`src/rtl/rom_fetch_sequencer.sv`:
```
// Instruction-ROM program-flow controller: owns the IP, issues fetched words, resolves JMP/BLE/NOP-delay.
// Optional macro NOP_DELAY_EN: NOP count field produces a WAIT of that many cycles (24-bit down-counter).
module rom_fetch_sequencer #(
  parameter logic [3:0] P_OP_NOP = 4'd0,
  parameter logic [3:0] P_OP_BLE = 4'd2,
  parameter logic [3:0] P_OP_JMP = 4'd5
) (
  input  logic        Clock,
  input  logic        Reset,
  output logic [15:0] oIP,
  input  logic [27:0] iInstruction,
  output logic [27:0] oInstruction,
  output logic        oValid,
  input  logic        iBranchTaken,
  input  logic        iStall,
  output logic        oBusy
);

  typedef enum logic [1:0] {S_RUN, S_WAIT, S_RESOLVE} state_t;

  state_t      state_q, state_d;
  logic [15:0] ip_q, ip_d;
  logic [15:0] tgt_q, tgt_d;
  logic [27:0] instr_q, instr_d;
  logic        valid_q, valid_d;
  logic        busy_q, busy_d;

  logic [3:0]  opcode;
  logic [15:0] target;
  assign opcode = iInstruction[27:24];
  assign target = {8'h00, iInstruction[23:16]};

`ifdef NOP_DELAY_EN
  logic [23:0] cnt_q, cnt_d;
`endif

  always_comb begin
    state_d = state_q;
    ip_d    = ip_q;
    tgt_d   = tgt_q;
    instr_d = instr_q;
    valid_d = 1'b0;
`ifdef NOP_DELAY_EN
    cnt_d   = cnt_q;
`endif
    if (!iStall) begin
      case (state_q)
        S_RUN: begin
          instr_d = iInstruction;
          valid_d = 1'b1;
          ip_d    = ip_q + 16'd1;
          if (opcode == P_OP_JMP) begin
            ip_d = target;
          end else if (opcode == P_OP_BLE) begin
            // IP already moves to BLE+1; RESOLVE only redirects when taken
            tgt_d   = target;
            state_d = S_RESOLVE;
          end
`ifdef NOP_DELAY_EN
          else if (opcode == P_OP_NOP && iInstruction[23:0] != 24'd0) begin
            cnt_d   = iInstruction[23:0];
            state_d = S_WAIT;
          end
`endif
        end
`ifdef NOP_DELAY_EN
        S_WAIT: begin
          cnt_d = cnt_q - 24'd1;
          if (cnt_q <= 24'd1) state_d = S_RUN;
        end
`endif
        S_RESOLVE: begin
          if (iBranchTaken) ip_d = tgt_q;
          state_d = S_RUN;
        end
        default: state_d = S_RUN;
      endcase
    end
    busy_d = (state_d != S_RUN);
  end

  always_ff @(posedge Clock) begin
    if (Reset) begin
      state_q <= S_RUN;
      ip_q    <= 16'd0;
      tgt_q   <= 16'd0;
      instr_q <= 28'd0;
      valid_q <= 1'b0;
      busy_q  <= 1'b0;
`ifdef NOP_DELAY_EN
      cnt_q   <= 24'd0;
`endif
    end else begin
      state_q <= state_d;
      ip_q    <= ip_d;
      tgt_q   <= tgt_d;
      instr_q <= instr_d;
      valid_q <= valid_d;
      busy_q  <= busy_d;
`ifdef NOP_DELAY_EN
      cnt_q   <= cnt_d;
`endif
    end
  end

  assign oIP          = ip_q;
  assign oInstruction = instr_q;
  assign oValid       = valid_q;
  assign oBusy        = busy_q;

endmodule

```
`config.mk`:
```
export PLATFORM = sky130hd
export DESIGN_NAME = rom_fetch_sequencer
export DESIGN_NICKNAME = d
export VERILOG_FILES = /design/src/rtl/rom_fetch_sequencer.sv
export SDC_FILE = /design/constraint.sdc
export NUM_CORES = 1
export LEC_CHECK = 0
export CORE_MARGIN = 5
export CORE_UTILIZATION = 41
export CTS_CLUSTER_SIZE = 28
export DETAILED_ROUTE_END_ITERATION = 7
export PLACE_DENSITY = 0.7
export SLEW_MARGIN = 40
export SYNTH_ARGS = -nofsm -noshare
export SYNTH_HDL_FRONTEND = slang
export SYNTH_SLANG_ARGS = --single-unit
```
`constraint.sdc`:
```
create_clock -name Clock -period 1.7 [get_ports Clock]
set_input_delay 0.34 -clock Clock [delete_from_list [all_inputs] [get_ports Clock]]
set_output_delay 0.34 -clock Clock [all_outputs]
set_load 0.1 [all_outputs]
```
==> results.yml <==
sta:
  finalCriticalPeriod_ns: 1.62
  grt_setup_unrepaired: "false"
  finalSetupViolCount: 0
  max_freq_mhz: 616
  holdWs_ns: 0.389
  min_period_over_period_pct: 95.5
  tightest_slew_ns: 0.372
  finClkSkew_ns: 0.00889
  fin_ws_ns: 0.0761
  hold_violations: 0
  relSlewSlack_pct: 75.0
  tns_ns: 0
  drv_slew: 0
yosys:
  synth.avg_cell_area_um2: 8.17
  synth_most_common_cell: "nand2_1"
  ys_ff_latch: 56
  synth-compound-area-share_pct: 17.0
  syn-num-nets: 333
  syn-cell-area_um2: 2450
  synth.top_cells.by_count: "73 x nand2_1, 56 x dfxtp_1, 48 x a21oi_1"
  synth_top_cell_by_area: "dfxtp_1"
  synth-simple-area-share_pct: 29.7
  ys.warnings.count: 0
  synthXorXnorAreaFrac_pct: 1.07
  synthFlopType: "dfxtp_1"
  yosysUniqueCellTypes: 44
  ys_seq_area_share_pct: 45.7
  synth_area_leaders: "dfxtp_1 46%, nand2_1 11%, a21oi_1 9.8%"
  synth_top_family_by_area: "simple AND/OR/NAND/NOR gates"
  synth_fa_ha_area_share_pct: 0.510
  synth.top_cell.area_share_pct: 45.7
  synth_mux_area_share_pct: 2.91
  synth-async-reset-ratio_pct: 0
  syn_inst: 300
  synth_enable_flop_cells: 0
placed_design:
  place_ws_ns: -0.456
  place_hpwl_um: 5200
  port_buffers: 77
  gp_congestion: 0.834
clock_network:
  clk_pin_slew_worst_paths_ns: 0.10
  cts.sinks: 56
  htreeDepth: 2
  clock_latency_ns: 0.31
  cts_tree: "yes"
  cts_buffer_depth: 2
  cts_root_buf: "clkbuf_8"
  cts_made_buffers: 5
run:
  drv_cap: 0
final_layout:
  syn2layout_area_growth_pct: 70.7
  utilization_pct: 71.1
  drive_gt1_share_pct: 30.1
  nets: 437
  antenna_cells: 0
setup_path:
  cp.depth: 4
  crit_buf_inv: 0
  reg2reg_from: "oIP[5]"
  cpPeakStageDelay_ns: 0.56
  critPathLaunch: "oIP[5]"
  path_cells: "and4_4, nand4_1, or4b_1, a21oi_1"
  slowest_stage: "or4b_1"
  endpoint_kind: "register"
  setup.worst_path.start_class: "register"
  critPathArrivalTime_ns: 1.87
  crit_fanout: 6
  r2r_end: "oIP[11]"
  critical_path_class: "register to register"
  crit_family: "simple AND/OR/NAND/NOR gates"
  rrSetupSlack_ns: 0.08
  cp.required_ns: 1.95
  crit_end: "oIP[11]"
  r2r_cells: 4
detailed_routing:
  wl_per_cell_um: 14.4
  wl_um: 6910
  drt_iter0_markers: 131
  avgViaCountPerCell: 5.23
  via_count: 2508
  dr.pass1.iters: 4
  ant_nets: 0
  drc: 0
floorplanning:
  start_util_pct: 41.7
  die_y_um: 87.3
  io_pins: 78
  core_area_um2: 5890
  die_width_um: 87.3
  row_count: 28
  die_area_um2: 7630
power:
  p_per_area_nw_per_um2: 749
  p_int_mw: 2.07
  pwr-share-seq_pct: 45.6
  swShare_pct: 34.0
  p_clk_share_pct: 24.0
  switchingPower_mw: 1.07
  cellLeakagePower_nw: 1.63
  combPwrFrac_pct: 30.3
  ir_drop_v: 0.000517
min_path:
  hp-class: "primary input to register"
global_routing:
  antenna_found_initial: 0
  grt_pass1_wl_um: 11200
  grt_pass1_vias: 2422
  gr-usage-all-layers_pct: 18.1
  grt_max_degree: 29
  gr-total-overflow: 0
status:
  status: "finished clean"
sequential cells by signal, summed over array words and instances (netlist names):
register and cells:
state_q 2, oBusy 1, tgt_q 8, oIP 16
oValid 1, oInstruction 28
layer usage:
metal  up-vias  GRT usage (%)  part of all wire (%)
li1       1264              -                     -
met1      1163           20.7                    41
met2        77           31.0                    49
met3         4           8.04                   9.6
met4         0           3.91                  0.55
met5         -              0                     0
area by class of cell:
type | count | area (µm²)
clock buffer | 6 | 82.6
sequential | 56 | 1150
timing repair buffer | 114 | 1510
multi-input combinational | 225 | 1320
fill | 445 | 1700
clock inverter | 2 | 10.0
tap | 75 | 93.8
inverter | 2 | 7.51
worst min path at each step:
stage / startpoint / endpoint / slack [ns] / depth (start not counted)
final: Reset / oIP[12] / 0.39 / 3
after global placement: tgt_q[1] / tgt_q[1] / 0.44 / 2
after detailed placement: tgt_q[4] / tgt_q[4] / 0.45 / 2
after CTS: Reset / oIP[12] / 0.39 / 3
after floorplan: tgt_q[1] / tgt_q[1] / 0.43 / 2
after global routing: Reset / oIP[14] / 0.42 / 3
kinds of logic after synthesis:
kind of cell               after synthesis
DFF                                     56
AOI/OAI and AO/OA                       70
and+or+nand+nor                        144
muxes                                    7
adders and majority gates                1
buffers and inverters                   19
xor gates and xnor gates                 3
worst register-to-register path, stage by stage (launching register included):
cell and delay (ns):
dfxtp_4 0.39, and4_4 0.28, nand4_1 0.19, or4b_1 0.56, a21oi_1 0.15
placed cells by master, fill, tap and decap left out, drive strengths merged, types with 3 or more instances in the layout:
cell           netlist  layout
or4                  4       4
a21oi               48      48
dlygate4sd2          0       4
a211oi               9       9
nand2               74      74
nor3                 3       3
o31ai                3       3
nand3b               4       4
clkdlybuf4s50        0      25
and3                 3       3
dfxtp               56      56
or3b                 4       4
nand2b               3       3
clkbuf              13       6
nand3               13      13
nor4                 3       3
or3                  3       3
mux2i                6       6
nor4b                3       3
and4                 3       3
buf                  4      84
a211o                3       3
nor2                16      16
power by group through the flow:
stage          clock network [mW]  registers (mW)  logic [mW]
6_report                    0.754            1.43       0.952
5_1_grt                     0.840            1.44       0.995
4_1_cts                     0.776            1.44       0.930
3_5_place_dp                    0            1.47       0.927
3_3_place_gp                    0            1.47       0.918
2_1_floorplan                   0            1.82       0.161
per-stage QoR:
| step | total power [mW] | cells | cell area [µm²] |
|---|---|---|---|
| 4_1_cts | 3.15 | 472 | 4100 |
| 3_3_place_gp | 2.39 | 464 | 3980 |
| 5_1_grt | 3.27 | 480 | 4190 |
| 3_5_place_dp | 2.40 | 464 | 3980 |
| 2_1_floorplan | 1.98 | 300 | 2490 |
| 6_report | 3.14 | 480 | 4190 |
timing repair:
action                                  in CTS  in global routing
hold buffers                                 0                  0
gates resized for setup                      9                  6
setup buffers                                0                  8
pin swaps                                    1                  4
endpoints found under the hold margin        0                  0
endpoints found under the setup margin       8                 14
Power figures use the tool's default switching activity.
